[src/rtl/seg7_scan_decoder.sv]
// seg7_scan_decoder
// Watches a multiplexed, active-low seven-segment display bus and turns it
// back into hex digits. Each {an, seg} pattern must be held unchanged for
// STABLE_CYCLES consecutive sampling edges before it is acted on, so short
// glitches during the scan are ignored. Decoded digits are placed into their
// slot of a frame word. A frame pulse is raised once every slot has been
// written since the previous frame.

module seg7_scan_decoder #(
    parameter  int NUM_DIGITS    = 4,
    parameter  int STABLE_CYCLES = 4,
    localparam int IDX_W         = (NUM_DIGITS > 1) ? $clog2(NUM_DIGITS) : 1
) (
    input  logic                    clock,
    input  logic                    reset,
    input  logic                    leda,
    input  logic                    ledb,
    input  logic                    ledc,
    input  logic                    ledd,
    input  logic                    lede,
    input  logic                    ledf,
    input  logic                    ledg,
    input  logic [NUM_DIGITS-1:0]   an,
    output logic [3:0]              nibble,
    output logic [IDX_W-1:0]        digit_idx,
    output logic                    nibble_valid,
    output logic                    seg_error,
    output logic                    an_error,
    output logic [4*NUM_DIGITS-1:0] value,
    output logic                    frame_valid
);

    localparam int         SAMPLE_W = NUM_DIGITS + 7;
    localparam logic [7:0] STABLE   = 8'(STABLE_CYCLES);

    logic [6:0]            seg;
    logic [SAMPLE_W-1:0]   sample;
    logic [SAMPLE_W-1:0]   s1;
    logic [7:0]            cnt;
    logic                  capture;
    logic [NUM_DIGITS-1:0] digit_valid;

    logic                  code_hit;
    logic [3:0]            code;
    logic [NUM_DIGITS-1:0] an_low;
    logic                  an_blank;
    logic                  an_single;
    logic [IDX_W-1:0]      an_index;

    assign seg    = {leda, ledb, ledc, ledd, lede, ledf, ledg};
    assign sample = {an, seg};

    // The pattern has been seen STABLE_CYCLES times already; this edge is the
    // one where cnt reaches STABLE_CYCLES, which is the only capture moment.
    assign capture = (sample == s1) && (cnt == STABLE - 8'd1);

    // Register the raw bus and count how long it has stayed unchanged; the
    // count saturates so a held pattern is captured only once.
    always_ff @(posedge clock) begin
        if (reset) begin
            s1  <= '1;
            cnt <= '0;
        end else begin
            s1 <= sample;
            if (sample != s1) begin
                cnt <= '0;
            end else if (cnt != STABLE) begin
                cnt <= cnt + 8'd1;
            end
        end
    end

    // Map an active-low segment pattern back to the hex digit it encodes.
    always_comb begin
        code_hit = 1'b1;
        code     = 4'h0;
        case (seg)
            7'b0000001: code = 4'h0;
            7'b1001111: code = 4'h1;
            7'b0010010: code = 4'h2;
            7'b0000110: code = 4'h3;
            7'b1001100: code = 4'h4;
            7'b0100100: code = 4'h5;
            7'b0100000: code = 4'h6;
            7'b0001111: code = 4'h7;
            7'b0000000: code = 4'h8;
            7'b0000100: code = 4'h9;
            7'b0001000: code = 4'hA;
            7'b1100000: code = 4'hB;
            7'b0110001: code = 4'hC;
            7'b1000010: code = 4'hD;
            7'b0110000: code = 4'hE;
            7'b0111000: code = 4'hF;
            default:    code_hit = 1'b0;
        endcase
    end

    // Classify the digit enables as blank, a single active digit, or an
    // illegal multi-digit selection, and find the active slot.
    always_comb begin
        an_low    = ~an;
        an_blank  = (an_low == '0);
        an_single = !an_blank && ((an_low & (an_low - 1'b1)) == '0);
        an_index  = '0;
        for (int i = 0; i < NUM_DIGITS; i++) begin
            if (an_low[i]) begin
                an_index = IDX_W'(i);
            end
        end
    end

    // Act on captured patterns and retire complete frames one edge later;
    // the two never coincide because captures are spaced further apart.
    always_ff @(posedge clock) begin
        if (reset) begin
            nibble       <= '0;
            digit_idx    <= '0;
            value        <= '0;
            digit_valid  <= '0;
            nibble_valid <= 1'b0;
            seg_error    <= 1'b0;
            an_error     <= 1'b0;
            frame_valid  <= 1'b0;
        end else begin
            nibble_valid <= 1'b0;
            seg_error    <= 1'b0;
            an_error     <= 1'b0;
            frame_valid  <= 1'b0;

            if (&digit_valid) begin
                frame_valid <= 1'b1;
                digit_valid <= '0;
            end

            if (capture && !an_blank) begin
                if (!an_single) begin
                    an_error <= 1'b1;
                end else if (!code_hit) begin
                    seg_error <= 1'b1;
                end else begin
                    nibble       <= code;
                    digit_idx    <= an_index;
                    nibble_valid <= 1'b1;
                    for (int i = 0; i < NUM_DIGITS; i++) begin
                        if (an_low[i]) begin
                            value[4*i +: 4] <= code;
                            digit_valid[i]  <= 1'b1;
                        end
                    end
                end
            end
        end
    end

endmodule

[config.mk]
export PLATFORM = sky130hd
export DESIGN_NAME = seg7_scan_decoder
export DESIGN_NICKNAME = d
export VERILOG_FILES = /design/src/rtl/seg7_scan_decoder.sv
export SDC_FILE = /design/constraint.sdc
export NUM_CORES = 1
export LEC_CHECK = 0
export CAP_MARGIN = 10
export CORE_MARGIN = 3
export CORE_UTILIZATION = 57
export DETAILED_ROUTE_END_ITERATION = 8
export PLACE_DENSITY = 0.85
export SLEW_MARGIN = 20
export SYNTH_ARGS = -nofsm -noshare
export SYNTH_HDL_FRONTEND = slang
export SYNTH_SLANG_ARGS = --single-unit
[constraint.sdc]
create_clock -name clock -period 7 [get_ports clock]
set_clock_uncertainty 0.2 [all_clocks]
set_input_delay 2.1 -clock clock [delete_from_list [all_inputs] [get_ports clock]]
set_output_delay 2.1 -clock clock [all_outputs]
set_load 0.02 [all_outputs]
==> results.toml, run 1 <==
[timing]
rsz0062_at_grt = "false"
finalSetupTns_ps = 0
slew_headroom_pct = 47.52
setup_violations = 0
hold_viol_final = 0
fmaxAchievable_mhz = 213.8
finalCritPeriodShare_pct = 66.81
finalMaxSlewViolations = 0
setup_slack_ps = 2323
worst_pin_slew_ps = 782.5
fin_crit_ps = 4677

[worst_setup_path]
crit_chain = "clkdlybuf4s50_1, and3b_1, o211a_1, a311o_1, o311ai_4, mux2_4"
worstPathArrival_ps = 4680
worstPathMaxFanout = 15
crit_cells = 6
crit_family = "compound AO/OA/AOI/OAI gates"
cp_num_buf_inv = 1
cp-start-kind = "input port"
r2r-end = "digit_idx[1]"
rr_worst_depth = 5
worstPathRequired_ps = 7000
rrSetupSlack_ps = 4250
cp_slowest_cell = "clkdlybuf4s50_1"
critPathCaptureType = "register"
critPathKind = "in2reg"
slowest_delay_ps = 790
reg2reg_from = "cnt[3]"

[power]
p_leak_nw = 1.153
power_density_mw_per_mm2 = 180.1
ir_drop_mv = 0.1274

[cts]
cts_buffer_depth = 2
cts-resized-gates = 0
cts_buffers = 5
cts_max_level = 2
path_clk_slew_ps = 90
clk_latency_ps = 300
clock-root-buffer = "clkbuf_8"
post_cts_buffers = 0
cts_tree = "yes"
clock-sinks = 49
cts_hold_buf = 0

[floorplan]
num_rows = 23
die-height_um = 71.93
die_x_um = 71.93
fp.coreArea_mm2 = 0.004086
initial_utilization_pct = 60.62
ios = 39
die-area_mm2 = 0.005173

[synthesis]
ys.flop_type = "dfxtp_1"
ys_ff_latch = 49
synth.net_count = 280
synthTopCellsByArea = "dfxtp_1 40%, mux2i_1 6.5%, nand2b_1 4.5%"
yosysTopAreaCell = "dfxtp_1"
synth_edf_count = 0
syn_area_mm2 = 0.002477
syn_inst = 265
seq_area_frac_synth_pct = 39.60
ys_types = 57
ys.warnings.count = 0
synthArstFlopShare_pct = 0
syn-mean-instance-area_um2 = 9.349
synth_top_area_share_pct = 39.60

[routing]
viasPerCell = 5.623
finalWirelength_um = 5229
drtIter0Drc = 81
routedWlPerCell_um = 15.16
vias = 1940
drc = 0
drtPass1Iterations = 4
postRouteAntennaNets = 0

[flow_run]
cap_violations = 0

[worst_hold_path]
min_from = "digit_valid[3]"
hold_end = "digit_valid[3]"
hold_depth = 2
worstHoldPathType = "reg2reg"

[layout]
drive_gt1_share_pct = 11.53
final_area_mm2 = 0.002975
final_cell_mix = "49 x dfxtp_1, 38 x clkdlybuf4s50_1, 20 x nor2_1"
final_nets = 309
diodes = 0
finalNonFillerCells = 345
area_growth_pct = 20.10
final_common_cell = "dfxtp_1"

[global_route]
grt_first_pass_wirelength_um = 8997
grt_max_degree = 46
grtUsageTotal_pct = 22.06
grt_pass1_vias = 1892
antenna_found_initial = 0
grt_overflow = 0

[placement]
port-buffer-count = 38
routabilityCongestion = 0.9051
place_ws_ps = 2053
dp_hpwl_um = 3615
place_inst = 337
dpl_cell_area_mm2 = 0.002863

[status]
status = "complete, no violations"
[area by class of cell]
| class | count | area [µm²] |
|---|---|---|
| clock inverters | 3 | 43.79 |
| fillers | 320 | 1111 |
| inverters | 5 | 18.77 |
| repair buffers | 39 | 387.9 |
| well taps | 50 | 62.56 |
| multi-input cells | 194 | 1413 |
| flip-flops and latches | 49 | 980.9 |
| clock buffers | 5 | 68.82 |
[kinds of logic after synthesis]
| kind of cell | after synthesis | synth area share, % |
|---|---|---|
| XOR/XNOR | 20 | 7.071 |
| AND/OR/NAND/NOR | 115 | 27.73 |
| adder cells (fa/ha/maj) | 3 | 1.414 |
| flip-flops | 49 | 39.60 |
| AO/OA/AOI/OAI | 37 | 12.68 |
| multiplexers | 19 | 8.131 |
| buffers and inverters | 22 | 3.384 |
[metrics by stage]
stage | util, % | hold slack (ps) | total power (W)
after floorplan | - | 232.3 | 0.0003254
final | 72.81 | 268.9 | 0.0005359
after CTS | 72.81 | 264.9 | 0.0005390
after global routing | 72.81 | 285.0 | 0.0005545
after detailed placement | 70.06 | 251.7 | 0.0003390
after global placement | 70.06 | 244.6 | 0.0003381
[state kept, by name, summed over array words and instances, names as in the netlist]
name and count:
value 16, s1 11, cnt 8, digit_valid 4, nibble 4, digit_idx 2
an_error 1, frame_valid 1, nibble_valid 1, seg_error 1
[worst max-delay path by stage]
stage          start           end
2_1_floorplan   ledg  digit_idx[0]
3_3_place_gp    leda  digit_idx[1]
3_5_place_dp    leda  digit_idx[1]
4_1_cts         leda  digit_idx[1]
5_1_grt         leda  digit_idx[1]
6_report        leda  digit_idx[1]
[cells in the mapped netlist (all sizes together) (2+ instances only)]
cell	n
nand3b	2
and3	3
and2	2
nor3b	3
a21oi	10
and3b	3
dfxtp	49
ha	2
nand4	5
buf	3
xor2	8
clkbuf	14
nor4	4
or3	2
nor2	20
mux2	3
inv	5
nand2b	18
xnor2	12
nand3	11
or2	10
o311ai	4
nand2	11
o2bb2ai	3
nor2b	11
o21ai	3
mux2i	16
o22ai	2
nor3	4
[power breakdown]
| part | internal, W | total [W] | switching (W) |
|---|---|---|---|
| logic | 0.0000216 | 0.0000497 | 0.0000281 |
| clock network | 0.000107 | 0.000203 | 0.0000957 |
| registers | 0.000282 | 0.000283 | 0.00000145 |
[worst register-to-register path: cells and delay by family (launching register included)]
family             cells  cell delay [ps]
and+or+nand+nor        3             1550
DFF                    1              350
muxes                  1              350
AOI/OAI and AO/OA      1              210
[routing by layer]
metal / up-vias / track usage, % / routed length, µm
met3: 5 / 5.125 / 204
li1: 984 / - / -
met1: 906 / 29.00 / 2455
met4: 0 / 4.384 / 47
met2: 45 / 37.35 / 2522
met5: - / 0 / 0
No activity file was read; power rests on OpenSTA's default activity.
==> run 2: changes to the inputs <==
--- a/config.mk
+++ b/config.mk
@@ -7,9 +7,9 @@
 export LEC_CHECK = 0
 export CAP_MARGIN = 10
 export CORE_MARGIN = 3
-export CORE_UTILIZATION = 57
+export CORE_UTILIZATION = 48
 export DETAILED_ROUTE_END_ITERATION = 8
-export PLACE_DENSITY = 0.85
+export PLACE_DENSITY = 0.76
 export SLEW_MARGIN = 20
 export SYNTH_ARGS = -nofsm -noshare
 export SYNTH_HDL_FRONTEND = slang
==> constraint.sdc (replaced) <==
create_clock -name clock -period 4.15 [get_ports clock]
set_clock_uncertainty 0.2 [all_clocks]
set_input_delay 1.245 -clock clock [delete_from_list [all_inputs] [get_ports clock]]
set_output_delay 1.245 -clock clock [all_outputs]
set_load 0.02 [all_outputs]
==> run 2 against run 1 <==
Compared with the run above:
- cell count is 7.8% higher
- first-iteration DRC count is 53% higher
- register-to-register slack worse by 2900 ps
- wire length is 2.2% higher
- via count is 1.9% higher
- clock power is 40% higher
- core utilization is 10 points lower
==> results.toml, run 2 (synthesis gave the netlist of run 1 again) <==
[timing]
worst_pin_slew_ps = 845.6
finalCritPeriodShare_pct = 88.90
finalSetupTns_ps = 0
fmaxAchievable_mhz = 271.1
rsz0062_at_grt = "false"
setup_violations = 0
slew_headroom_pct = 43.29
finalMaxSlewViolations = 0
setup_slack_ps = 460.7
fin_crit_ps = 3689
hold_viol_final = 0

[worst_setup_path]
r2r-end = "value[8]"
critPathKind = "in2reg"
worstPathArrival_ps = 3690
crit_family = "compound AO/OA/AOI/OAI gates"
worstPathRequired_ps = 4150
crit_chain = "clkdlybuf4s50_1, and3b_1, o211a_1, a311o_1, o311ai_4, mux2_4"
reg2reg_from = "cnt[3]"
rrSetupSlack_ps = 1310
rr_worst_depth = 5
worstPathMaxFanout = 12
critPathCaptureType = "register"
slowest_delay_ps = 600
cp_num_buf_inv = 1
cp-start-kind = "input port"
cp_slowest_cell = "clkdlybuf4s50_1"

[placement]
place_inst = 364
routabilityCongestion = 0.8472
dpl_cell_area_mm2 = 0.002959
place_ws_ps = 158.6
dp_hpwl_um = 3884
port-buffer-count = 38

[cts]
cts_max_level = 2
post_cts_buffers = 0
path_clk_slew_ps = 90
clock-root-buffer = "clkbuf_8"
clk_latency_ps = 300
cts_hold_buf = 0
cts-resized-gates = 0
cts_tree = "yes"
cts_buffers = 5
clock-sinks = 49
cts_buffer_depth = 2

[global_route]
antenna_found_initial = 0
grt_overflow = 0
grt_pass1_vias = 1894
grtUsageTotal_pct = 18.81
grt_max_degree = 46
grt_first_pass_wirelength_um = 9266

[worst_hold_path]
min_from = "digit_valid[1]"
hold_depth = 2
worstHoldPathType = "reg2reg"
hold_end = "digit_valid[1]"

[floorplan]
num_rows = 25
ios = 39
die-area_mm2 = 0.006059
initial_utilization_pct = 51.10
die_x_um = 77.84
fp.coreArea_mm2 = 0.004848
die-height_um = 77.84

[layout]
drive_gt1_share_pct = 14.10
finalNonFillerCells = 372
final_cell_mix = "49 x dfxtp_1, 38 x clkdlybuf4s50_1, 20 x nor2_1"
largest_reg_flops = 16
final_area_mm2 = 0.003045
final_common_cell = "dfxtp_1"
final_nets = 319
diodes = 0
reg_top3 = "value x16, s1 x11, cnt x8"
registers.top_by_ff_count = "value"
area_growth_pct = 22.93

[routing]
routedWlPerCell_um = 14.37
viasPerCell = 5.312
drtIter0Drc = 124
drtPass1Iterations = 4
drc = 0
postRouteAntennaNets = 0
vias = 1976
finalWirelength_um = 5344

[power]
power_density_mw_per_mm2 = 280.7
ir_drop_mv = 0.1641
p_leak_nw = 1.189

[status]
status = "complete, no violations"

[flow_run]
cap_violations = 0
run 2: cell count changes in the layout (fill, tap and decap cells not counted), sizes merged:
cell,delta
clkbuf,+1
bufinv,-1
buf,+10
run 2: final cells by class:
type / instances / area [µm²]
Clock buffer: 6 / 72.57
Clock inverter: 2 / 13.76
Fill cell: 421 / 1803
Inverter: 5 / 18.77
Multi-Input combinational cell: 194 / 1413
Sequential cell: 49 / 980.9
Tap cell: 67 / 83.83
Timing Repair Buffer: 49 / 462.9
run 2: how the worst max path moves through the flow:
stage / start / cells past startpoint / to / slack, ps
3_5_place_dp: ledf / 6 / digit_idx[1] / 160
2_1_floorplan: ledg / 6 / digit_idx[0] / 760
4_1_cts: ledf / 6 / digit_idx[0] / 480
3_3_place_gp: ledf / 6 / digit_idx[1] / 190
5_1_grt: ledf / 6 / value[5] / 320
6_report: ledf / 6 / digit_idx[0] / 460
run 2: worst reg2reg max path, cell delays in order (launching register included):
cell	delay, ps
dfxtp_1	350
or4_1	530
or4b_1	730
nor4_1	400
o311a_2	350
mux2i_1	200
run 2: report_power, final:
part / switching, W / total [W] / internal [W]
combinational: 0.0000493 / 0.0000915 / 0.0000423
clock: 0.000165 / 0.000285 / 0.000121
sequential: 0.00000247 / 0.000478 / 0.000476
total: 0.000217 / 0.000855 / 0.000638
run 2: per-stage QoR:
stage | util, % | hold slack, ps | power (W)
detailed placement | 61.03 | 251.9 | 0.0005795
global route | 62.81 | 280.1 | 0.0008840
CTS | 62.81 | 264.8 | 0.0008558
finish | 62.81 | 262.5 | 0.0008549
floorplan | - | 232.3 | 0.0005489
global placement | 61.03 | 245.3 | 0.0005781
run 2: routing by layer:
layer	share of wire, %	GRT usage, %	up-vias
li1	-	-	1001
met1	48	25.32	926
met2	47	30.82	44
met3	4.2	3.828	5
met4	0.80	4.448	0
met5	0	0	-
==> run 3: changes to the inputs <==
--- a/config.mk
+++ b/config.mk
@@ -6,8 +6,8 @@
 export NUM_CORES = 1
 export LEC_CHECK = 0
 export CAP_MARGIN = 10
-export CORE_MARGIN = 3
 export CORE_UTILIZATION = 48
+export CTS_BUF_LIST = sky130_fd_sc_hd__clkbuf_16
 export DETAILED_ROUTE_END_ITERATION = 8
 export PLACE_DENSITY = 0.76
 export SLEW_MARGIN = 20
==> run 3 against run 2 <==
Compared with the run above:
- worst hold slack better by 1.0 ps
- fmax is 0.49% lower
- critical path depth stayed put
- worst setup slack worse by 18 ps
- clock power is 50% higher
- non-clock buffer count is 2 higher
- register-to-register slack better by 80 ps
- cell count is 0.54% higher
- first-iteration DRC count is 44% lower
- wire length is 0.11% higher
- sequential power hardly changed
- final area is 2.7% higher
- critical path type unchanged
- critical endpoint unchanged
- highest routed layer unchanged
==> results.toml, run 3 (synthesis gave the netlist of run 1 again) <==
[worst_setup_path]
critPathKind = "in2reg"
worstPathArrival_ps = 3680
reg2reg_from = "cnt[3]"
r2r-end = "digit_idx[0]"
crit_start = "ledf"
critPathCaptureType = "register"
endpoint = "digit_idx[0]"
rrSetupSlack_ps = 1390
rr_worst_depth = 5
worstPathMaxFanout = 12
worstPathRequired_ps = 4130
cp-start-kind = "input port"

[floorplan]
die-area_mm2 = 0.005452
num_rows = 25
fp.coreArea_mm2 = 0.004848
die-height_um = 73.84
die_x_um = 73.84
initial_utilization_pct = 51.10
ios = 39

[cts]
clock-root-buffer = "clkbuf_16"
cts_max_level = 2
cts_buffers = 5
cts_buffer_depth = 2
post_cts_buffers = 0
path_clk_slew_ps = 80
clk_latency_ps = 290
cts_hold_buf = 0
cts-resized-gates = 0
cts_tree = "yes"
clock-sinks = 49

[timing]
finalMaxSlewViolations = 0
finalCritPeriodShare_pct = 89.34
worst_pin_slew_ps = 838.7
slew_headroom_pct = 43.75
fmaxAchievable_mhz = 269.7
rsz0062_at_grt = "false"
hold_viol_final = 0
finalSetupTns_ps = 0
setup_violations = 0
fin_crit_ps = 3708

[routing]
drtIter0Drc = 70
routedWlPerCell_um = 14.30
drtPass1Iterations = 4
vias = 1996
postRouteAntennaNets = 0
finalWirelength_um = 5350
drc = 0
viasPerCell = 5.337

[global_route]
antenna_found_initial = 0
grt_max_degree = 46
grt_first_pass_wirelength_um = 8818
grt_overflow = 0
grt_pass1_vias = 1844
grtUsageTotal_pct = 21.20

[layout]
n_fill_cell = 433
final_common_cell = "dfxtp_1"
registers.top_by_ff_count = "value"
diodes = 0
area_growth_pct = 26.26
drive_gt1_share_pct = 14.98
final_cell_mix = "49 x dfxtp_1, 38 x clkdlybuf4s50_1, 20 x nor2_1"
largest_reg_flops = 16
reg_top3 = "value x16, s1 x11, cnt x8"
final_nets = 321

[power]
p_leak_nw = 1.230
finalPower_w = 0.0009971
ir_drop_mv = 0.1689
power_density_mw_per_mm2 = 318.8

[placement]
dp_hpwl_um = 3757
port-buffer-count = 38
routabilityCongestion = 0.8567

[flow_run]
cap_violations = 0

[status]
status = "complete, no violations"

[worst_hold_path]
worstHoldPathType = "reg2reg"
min_from = "digit_valid[3]"
==> run 3: changes by cell type in the layout (fill, tap and decap cells not counted) <==
| cell | previous run | this run |
|---|---|---|
| inv_8 | 0 | 1 |
| clkinv_2 | 1 | 0 |
| clkbuf_1 | 1 | 0 |
| buf_4 | 11 | 13 |
| clkbuf_8 | 5 | 0 |
| clkbuf_16 | 0 | 5 |
| inv_6 | 1 | 2 |
==> run 3: worst min-delay path by stage <==
stage,cells after the start,endpoint,slack (ps)
after floorplan,2,digit_valid[0],230
after global placement,2,digit_valid[3],240
after detailed placement,2,digit_valid[3],250
after CTS,2,digit_valid[3],270
after global routing,2,digit_valid[3],290
final,2,digit_valid[3],260
==> run 3: metal layers <==
layer	track usage, %	routed length, µm	vias up
met5	0	0	-
met4	8.547	103	0
met3	3.978	177	8
met2	34.25	2544	49
met1	27.77	2524	930
li1	-	-	1009
==> run 3: per-stage QoR <==
stage | utilization, % | cells | hold slack, ps | area, µm² | worst slack (ps)
floorplan | - | 265 | 232.3 | 2477 | 760.5
global placement | 61.34 | 366 | 243.3 | 2974 | 209.5
CTS | 64.52 | 374 | 266.0 | 3128 | 438.1
global route | 64.52 | 374 | 287.0 | 3128 | 322.0
detailed placement | 61.34 | 366 | 249.3 | 2974 | 137.8
finish | 64.52 | 374 | 263.5 | 3128 | 442.3
==> run 3: critical path: stages <==
cell	delay [ps]
clkdlybuf4s50_1	600
and3b_1	280
o211a_1	240
a311o_1	370
o311ai_4	590
mux2_4	340
==> run 3: final cells by class <==
class | instances | area (µm²) | area share (%)
multi-input cells | 194 | 1413 | 45.16
clock inverters | 3 | 28.78 | 0.9200
clock buffers | 5 | 125.1 | 4.000
repair buffers | 51 | 478.0 | 15.28
flip-flops and latches | 49 | 980.9 | 31.36
inverters | 5 | 18.77 | 0.6000
well taps | 67 | 83.83 | 2.680
==> run 3: power by group <==
group	switching, W	internal (W)
Clock	0.000194	0.000232
Sequential	0.00000237	0.000475
Combinational	0.0000495	0.0000433
Total	0.000246	0.000751
